===== src/rtl/dds_pkg.sv =====
// Shared types and defaults for the DDS sweep controller and its dwell timer.
package dds_pkg;

  localparam int W_DEF       = 8;
  localparam int DWELL_W_DEF = 16;

  typedef enum logic [1:0] {
    MODE_SINGLE = 2'd0,
    MODE_REPEAT = 2'd1,
    MODE_TRI    = 2'd2,
    MODE_RSVD   = 2'd3
  } mode_t;

  typedef enum logic [1:0] {
    IDLE  = 2'd0,
    DWELL = 2'd1,
    DONE  = 2'd2
  } state_t;

endpackage


===== src/rtl/dds_dwell_timer.sv =====
// Loadable down-counter that stops at zero; load wins over decrement.
module dds_dwell_timer #(
  parameter int DWELL_W = 16
) (
  input  logic               clk,
  input  logic               rst,
  input  logic               load,
  input  logic [DWELL_W-1:0] load_val,
  input  logic               en,
  output logic               zero
);

  logic [DWELL_W-1:0] count;

  always_ff @(posedge clk) begin
    if (rst) begin
      count <= '0;
    end else if (load) begin
      count <= load_val;
    end else if (en && (count != '0)) begin
      count <= count - 1'b1;
    end
  end

  assign zero = (count == '0);

endmodule


===== src/rtl/dds_sweep_ctrl.sv =====
// Linear frequency sweep sequencer (single / repeat / triangle) feeding the DDS
// phase accumulator; config via valid/ready, start and abort as strobes.
module dds_sweep_ctrl
  import dds_pkg::*;
#(
  parameter int W       = W_DEF,
  parameter int DWELL_W = DWELL_W_DEF
) (
  input  logic               clk_100m,
  input  logic               rst,
  // cfg handshake: a transfer occurs on any cycle where cfg_valid and cfg_ready
  // are both high; cfg_ready is high only in IDLE, and cfg_valid elsewhere is ignored.
  input  logic               cfg_valid,
  output logic               cfg_ready,
  input  logic [W-1:0]       cfg_start_frq,
  input  logic [W-1:0]       cfg_stop_frq,
  input  logic [W-1:0]       cfg_step,
  input  logic [DWELL_W-1:0] cfg_dwell,
  input  logic [1:0]         cfg_mode,
  input  logic [W-1:0]       cfg_pha,
  input  logic               start,
  input  logic               abort,
  output logic [W-1:0]       frq_ctrl,
  output logic [W-1:0]       pha_ctrl,
  output logic               busy,
  output logic               done,
  output state_t             state
);

  logic [W-1:0]       start_q, stop_q, step_q, pha_q;
  logic [DWELL_W-1:0] dwell_q;
  mode_t              mode_q;

  logic               hs;
  logic [W-1:0]       e_start, e_stop, e_step, e_pha;
  logic [DWELL_W-1:0] e_dwell;
  logic               deg_eff, deg_q, single_like;

  logic               dir_up, last;
  logic               go, zero, tmr_load;
  logic [DWELL_W-1:0] tmr_val;

  logic [W-1:0]       up_base, dn_base, up_val, dn_val;
  logic [W:0]         sum_w, diff_w;
  logic               up_clamp, dn_clamp;

  assign hs = cfg_valid & cfg_ready;

  // A handshake coincident with start supplies the config for that sweep.
  assign e_start = hs ? cfg_start_frq : start_q;
  assign e_stop  = hs ? cfg_stop_frq  : stop_q;
  assign e_step  = hs ? cfg_step      : step_q;
  assign e_pha   = hs ? cfg_pha       : pha_q;
  assign e_dwell = hs ? cfg_dwell     : dwell_q;

  assign deg_eff     = (e_start >= e_stop) || (e_step == '0);
  assign deg_q       = (start_q >= stop_q) || (step_q == '0);
  assign single_like = (mode_q != MODE_REPEAT) && (mode_q != MODE_TRI);

  always_ff @(posedge clk_100m) begin
    if (rst) begin
      start_q <= '0;
      stop_q  <= '0;
      step_q  <= '0;
      pha_q   <= '0;
      dwell_q <= '0;
      mode_q  <= MODE_SINGLE;
    end else if (hs) begin
      start_q <= cfg_start_frq;
      stop_q  <= cfg_stop_frq;
      step_q  <= cfg_step;
      pha_q   <= cfg_pha;
      dwell_q <= cfg_dwell;
      mode_q  <= mode_t'(cfg_mode);
    end
  end

  // Up steps from the current point, or from start when turning at the bottom;
  // down steps from the current point, or from stop when turning at the top.
  always_comb begin
    up_base  = dir_up ? frq_ctrl : start_q;
    dn_base  = dir_up ? stop_q : frq_ctrl;
    sum_w    = {1'b0, up_base} + {1'b0, step_q};
    diff_w   = {1'b0, dn_base} - {1'b0, step_q};
    up_clamp = (sum_w >= {1'b0, stop_q});
    dn_clamp = diff_w[W] || (diff_w[W-1:0] <= start_q);
    up_val   = up_clamp ? stop_q : sum_w[W-1:0];
    dn_val   = dn_clamp ? start_q : diff_w[W-1:0];
  end

  assign go       = (state == IDLE) && start && !abort;
  assign tmr_load = go || ((state == DWELL) && zero);
  assign tmr_val  = go ? e_dwell : dwell_q;

  dds_dwell_timer #(.DWELL_W(DWELL_W)) u_timer (
    .clk      (clk_100m),
    .rst      (rst),
    .load     (tmr_load),
    .load_val (tmr_val),
    .en       (state == DWELL),
    .zero     (zero)
  );

  always_ff @(posedge clk_100m) begin
    if (rst || abort) begin
      state     <= IDLE;
      frq_ctrl  <= '0;
      pha_ctrl  <= '0;
      busy      <= 1'b0;
      done      <= 1'b0;
      cfg_ready <= 1'b1;
      dir_up    <= 1'b1;
      last      <= 1'b0;
    end else begin
      case (state)
        IDLE: begin
          done <= 1'b0;
          if (start) begin
            state     <= DWELL;
            frq_ctrl  <= e_start;
            pha_ctrl  <= e_pha;
            busy      <= 1'b1;
            cfg_ready <= 1'b0;
            dir_up    <= 1'b1;
            last      <= deg_eff;
          end
        end
        DWELL: begin
          pha_ctrl <= '0;
          if (zero) begin
            if (last && dir_up && single_like) begin
              state <= DONE;
              busy  <= 1'b0;
              done  <= 1'b1;
            end else if (deg_q) begin
              // Single-point repeat/triangle: hold until abort.
              frq_ctrl <= frq_ctrl;
            end else if (dir_up && !last) begin
              frq_ctrl <= up_val;
              last     <= up_clamp;
            end else if (dir_up) begin
              if (mode_q == MODE_REPEAT) begin
                frq_ctrl <= start_q;
                last     <= 1'b0;
              end else begin
                dir_up   <= 1'b0;
                frq_ctrl <= dn_val;
                last     <= dn_clamp;
              end
            end else if (!last) begin
              frq_ctrl <= dn_val;
              last     <= dn_clamp;
            end else begin
              dir_up   <= 1'b1;
              frq_ctrl <= up_val;
              last     <= up_clamp;
            end
          end
        end
        DONE: begin
          state     <= IDLE;
          done      <= 1'b0;
          cfg_ready <= 1'b1;
        end
        default: state <= IDLE;
      endcase
    end
  end

endmodule


===== config.mk =====
export PLATFORM = sky130hd
export DESIGN_NAME = dds_sweep_ctrl
export DESIGN_NICKNAME = d
export VERILOG_FILES = /design/src/rtl/dds_pkg.sv /design/src/rtl/dds_dwell_timer.sv /design/src/rtl/dds_sweep_ctrl.sv
export SDC_FILE = /design/constraint.sdc
export NUM_CORES = 1
export LEC_CHECK = 0
export BUFFER_PORTS_ARGS = -buffer_cell sky130_fd_sc_hd__buf_4
export CAP_MARGIN = 25
export CORE_UTILIZATION = 35
export CTS_CLUSTER_DIAMETER = 200
export CTS_CLUSTER_SIZE = 24
export DETAILED_ROUTE_END_ITERATION = 6
export PLACE_DENSITY = 0.58
export SKIP_CTS_REPAIR_TIMING = 1
export SLEW_MARGIN = 5
export SYNTH_ARGS = -nofsm -noshare
export SYNTH_HDL_FRONTEND = slang
export SYNTH_HIERARCHICAL = 1
export SYNTH_SLANG_ARGS = --single-unit

===== constraint.sdc =====
create_clock -name clk_100m -period 4.96 [get_ports clk_100m]
set_input_delay 0.992 -clock clk_100m [delete_from_list [all_inputs] [get_ports clk_100m]]
set_output_delay 0.992 -clock clk_100m [all_outputs]
set_load 0.05 [all_outputs]

## After elaboration in Yosys (flattened, before gate mapping)

Index checks and enable logic that the tools add are counted.

- Register bits: 89
- Output and inout bits: 21

- Add/sub/neg operators: 3
- $lt $le $gt $ge: 4
- Equality and inequality tests: 11
- Muxes and demuxes: 53
- Bitwise operators: 1
- Reductions and logical operators: 32

Operator list:

| operator | count |
|---|---|
| two-way mux 8 bit | 17 |
| two-way mux 16 bit | 4 |
| case mux 8 bit (2 select lines) | 2 |
| two-way mux 1 bit | 21 |
| >= comparator 8 bit | 2 |
| zero test 16 bit | 1 |
| zero test 8 bit | 2 |
| nonzero test 16 bit | 1 |
| subtractor 16 x 1 -> 16 bit (second input constant) | 1 |
| != test 2 bit (second input constant) | 7 |
| case mux 1 bit (2 select lines) | 5 |
| adder 8 x 8 -> 9 bit | 1 |
| >= comparator 9 x 8 -> 1 bit | 1 |
| subtractor 8 x 8 -> 9 bit | 1 |
| less-or-equal comparator 8 bit | 1 |
| logical AND 1 bit | 8 |
| nonzero test 2 bit | 4 |
| two-way mux 2 bit | 3 |
| AND reduction 3 bit | 2 |
| AND reduction 6 bit | 1 |
| logical OR 1 bit | 5 |
| AND reduction 5 bit | 1 |
| equality test 2 x 1 -> 1 bit (second input constant) | 2 |
| case mux 2 bit (2 select lines) | 1 |
| other kinds (8) | 10 |

## Logic depth before layout (Yosys ltp)

- Depth after elaboration: 12
- Gate-level depth with buffers: 18

## Hierarchy

Netlist, hierarchy kept.

By module, submodules not included:

| module | times used | cells each | area an instance (µm²) | seq. area each (µm²) |
|---|---|---|---|---|
| dds_sweep_ctrl | 1 | 598 | 4868.4 | 1461.4 |
| dds_dwell_timer | 1 | 130 | 1143.6 | 320.3 |

## Least setup slack after synthesis

OpenSTA, ideal clock, no wires.

- Kind: register -> register
- From: reg dir_up
- To: reg frq_ctrl[6]
- Setup time: 0.117 ns
- Arrival time: 3.936 ns
- Required time: 4.843 ns
- Path slack: 0.906 ns
- Cell stages (with the launch flop): 18
- Period minus slack after synthesis: 4.054 ns
- Cells stage by stage: dfxtp_1 > buf_2 > clkbuf_1 > o21ai_0 > ha_1 > fa_1 > a211oi_1 > o21ai_0 > a21oi_1 > xnor2_1 > ha_1 > nand4_1 > o21ai_0 > a211oi_2 > a31oi_1 > a221oi_1 > o211ai_1 > a32o_1

- Cells in the longest elaborated chain, start to end: 12

Ends and longest elaborated chain:

| what | RTL line | source |
|---|---|---|
| start: declaration | dds_sweep_ctrl.sv:39 | `logic dir_up, last;` |
| start signal: assignment | dds_sweep_ctrl.sv:112 | `dir_up <= 1'b1;` |
| start signal: assignment | dds_sweep_ctrl.sv:124 | `dir_up <= 1'b1;` |
| start signal: assignment | dds_sweep_ctrl.sv:146 | `dir_up <= 1'b0;` |
| two-way mux 8 bit | dds_sweep_ctrl.sv:82 | `dn_base = dir_up ? stop_q : frq_ctrl;` |
| subtractor 8 x 8 -> 9 bit | dds_sweep_ctrl.sv:84 | `diff_w = {1'b0, dn_base} - {1'b0, step_q};` |
| less-or-equal comparator 8 bit | dds_sweep_ctrl.sv:86 | `dn_clamp = diff_w[W] \|\| (diff_w[W-1:0] <= start_q);` |
| logical OR 1 bit | dds_sweep_ctrl.sv:86 |  |
| two-way mux 8 bit | dds_sweep_ctrl.sv:88 | `dn_val = dn_clamp ? start_q : diff_w[W-1:0];` |
| two-way mux 8 bit, on equally long branches | dds_sweep_ctrl.sv:150, dds_sweep_ctrl.sv:142 |  |
| two-way mux 8 bit | dds_sweep_ctrl.sv:141 | `end else if (dir_up) begin` |
| two-way mux 8 bit | dds_sweep_ctrl.sv:138 | `end else if (dir_up && !last) begin` |
| two-way mux 8 bit | dds_sweep_ctrl.sv:135 | `end else if (deg_q) begin` |
| two-way mux 8 bit | dds_sweep_ctrl.sv:131 | `if (last && dir_up && single_like) begin` |
| two-way mux 8 bit | dds_sweep_ctrl.sv:130 | `if (zero) begin` |
| case mux 8 bit (2 select lines) | dds_sweep_ctrl.sv:115 | `case (state)` |
| end signal: assignment | dds_sweep_ctrl.sv:120 | `frq_ctrl <= e_start;` |
| end signal: assignment | dds_sweep_ctrl.sv:137 | `frq_ctrl <= frq_ctrl;` |
| end signal: assignment | dds_sweep_ctrl.sv:139 | `frq_ctrl <= up_val;` |
| end: declaration | dds_sweep_ctrl.sv:23 | `output logic [W-1:0] frq_ctrl,` |

Parallel ways exist; a longest one is shown, timed or not. The select of a mux whose other input is x is not followed.
A chain may end at the register's enable or synchronous reset.

## Worst setup path in the final report

Ends and elaborated chain as after synthesis.

==> reports/metrics.cfg <==
[power_and_ir_drop]
pwr-share-clk = 0.338
power_density_nw_per_um2 = 310
swShare = 0.343
p_sw_mw = 0.749
power_leakage_nw = 2.98
intPower_mw = 1.44
combPwrFrac = 0.292
ir_drop_v = 0.000199
seqPwrFrac = 0.370

[critical_path]
cp-end-kind = flop
critPathRequiredTime_ns = 5.20
worstSetupPathType = flop to flop
crit_fanout = 23
worstSetupStartpointType = flop
crit_top_cell = o21ai_0
worst_path_max_delay_cell = dfxtp_2
cp.arrival_ns = 4.52
path_buf_inv = 0
path_cells = o21ai_0 > ha_1 > fa_1 > a211oi_1 > o21ai_0 > a21oi_1 > xnor2_1 > ha_1 > nand4_1 > o21ai_0 > a211oi_2 > a31oi_1 > a221oi_1 > o211ai_1 > a32o_1
slowest_delay_ns = 0.58
path_delay_family = compound AO/OA/AOI/OAI gates

[routing]
detail_route.iter0.violations = 336
via_count = 5468
routed_wl_um = 16800
firstDrtPassIters = 7
vias_per_cell = 5.44
routedWlPerCell_um = 16.7
drc = 0
antenna_left = 0

[yosys]
ys_types = 72
synthCells = 728
synth_ff_type = dfxtp_1
ys_async_sr_fraction = 0
synth-seq-area-share = 0.296
syn_area_per_cell_um2 = 8.26
synth_area_leaders = dfxtp_1 (30%), ha_1 (10%), nand2_1 (5.2%)
synth_enable_flop_cells = 0
synth_area_leader_cell = dfxtp_1
ys_ff_latch = 89
synth_top_area_frac = 0.296
synth_fp_nets = 835
synth.cell_area_um2 = 6010
ys_warn_count = 6

[sta]
skew_ns = 0.00874
fmax_ghz = 0.234
fin_crit_sh = 0.862
setup_violations = 0
tightestPinTransition_ns = 0.856
relSlewSlack = 0.429
finalHoldViolations = 0
fin_setup_tns_ns = 0
rsz0062_at_grt = no
fin_ws_ns = 0.682
drv_slew = 0
min_period_ns = 4.28

[floorplan]
fp.dieH_um = 133
ios = 76
die_area_um2 = 17700
core_um2 = 16700
row_count = 47
die_x_um = 133
start_util = 0.360

[run]
max_cap_viol_count = 0

[placement]
dp_hpwl_um = 12600
routabilityCongestion = 0.937
dp_slack_ns = 0.470
numPortBuffers = 75

[clocking]
cts_tree = yes
clock_latency_ns = 0.35
htree_num_levels = 3
clockBufferDepth = 2
root_buffer = clkbuf_16
clock-sinks = 89
clk_pin_slew_ns = 0.07
numCtsBuffers = 9

[grt]
grt_overflow = 0
grt_max_degree = 73
antenna_found_initial = 0
grt_pass1_vias = 5281
track_usage = 0.197
grt_pass1_wl_um = 27500

[outcome]
status = finished, final reports clean

[final_layout]
fin_util = 0.422
fin_nets = 888
antenna_cells = 0
layout-drive-gt1-share = 0.191
area_delta_synth_final_pct = 17.3

[min_path]
hold_path_class = flop to flop

## worst paths after layout
path	from	endpoint	slack, ns	cells after the start
min reg2reg	dwell_q[10]	dwell_q[10]	0.45	2
max	dir_up	frq_ctrl[6]	0.68	15
max reg2reg	dir_up	frq_ctrl[6]	0.68	15
min	dwell_q[10]	dwell_q[10]	0.45	2
## power groups by stage
| stage | clock network, mW | logic (mW) | registers (mW) |
|---|---|---|---|
| 5_1_grt | 0.783 | 0.715 | 0.813 |
| 4_1_cts | 0.757 | 0.636 | 0.806 |
| 3_5_place_dp | 0 | 0.632 | 0.823 |
| 2_1_floorplan | 0 | 0.465 | 0.821 |
| 6_report | 0.740 | 0.639 | 0.808 |
| 3_3_place_gp | 0 | 0.635 | 0.823 |
## area by class of cell
cell class,instances,area [um2]
Fill cell,1750,9650
Clock inverter,6,82.6
Multi-Input combinational cell,547,3870
Timing Repair Buffer,80,601
Sequential cell,89,1780
Tap cell,220,275
Inverter,54,203
Clock buffer,10,239
## routing by layer
metal,GRT usage,wire length [um],vias to the layer above
met3,0.0307,628,33
met5,0,0,-
met2,0.312,7730,122
met4,0.0837,465,0
li1,-,-,2744
met1,0.265,7990,2569
## placed cells by master (no fill, tap or decap), types with 8 or more instances in the layout
cell	count
inv_1	52
nand4_1	9
o211ai_1	8
nor2_1	67
a21oi_1	51
nand2_1	84
o21ai_0	29
ha_1	50
nor3_1	11
nand3_1	20
clkbuf_16	9
mux2i_1	31
mux2_2	24
a31oi_1	11
buf_4	80
dfxtp_1	88
o21a_1	9
## kinds of logic after synthesis
family          count (synthesis)  share of synthesized area
compound gates                178                      0.208
xor+xnor                       12                     0.0175
fa+ha+maj                      52                      0.111
buf+inv                        92                     0.0599
flops                          89                      0.296
mux                            55                     0.0966
simple gates                  250                      0.211
## worst reg2reg max path, delay by kind of cell (launching register included)
| kind | cells | cell delay [ns] |
|---|---|---|
| AOI/OAI and AO/OA | 10 | 2.35 |
| xor gates and xnor gates | 1 | 0.18 |
| adders and majority gates | 3 | 0.95 |
| DFF | 1 | 0.58 |
| and+or+nand+nor | 1 | 0.12 |
## metrics by stage
stage,hold WS [ns],power (mW),instances,cell area [um2]
after floorplan,0.433,1.29,728,6010
after global placement,0.440,1.46,990,6730
after detailed placement,0.443,1.46,990,6730
after CTS,0.454,2.20,1006,7050
after global routing,0.484,2.31,1006,7050
final,0.452,2.19,1006,7050
## Yosys cell counts (20+ instances only)
cell type / n
nand3_1: 20
ha_1: 50
inv_1: 52
dfxtp_1: 89
clkbuf_1: 29
nor2_1: 67
o21ai_0: 30
mux2i_1: 31
mux2_2: 24
nand2_1: 84
a21oi_1: 51
## registers in the layout, indices dropped and copies added (netlist names)
| signal | cells |
|---|---|
| dwell_q | 16 |
| u_timer/count | 16 |
| frq_ctrl | 8 |
| pha_ctrl | 8 |
| pha_q | 8 |
| start_q | 8 |
| step_q | 8 |
| stop_q | 8 |
| mode_q | 2 |
| state | 2 |
| busy | 1 |
| cfg_ready | 1 |
| dir_up | 1 |
| done | 1 |
| last | 1 |
Note: power is estimated with default switching activity, not from simulation.
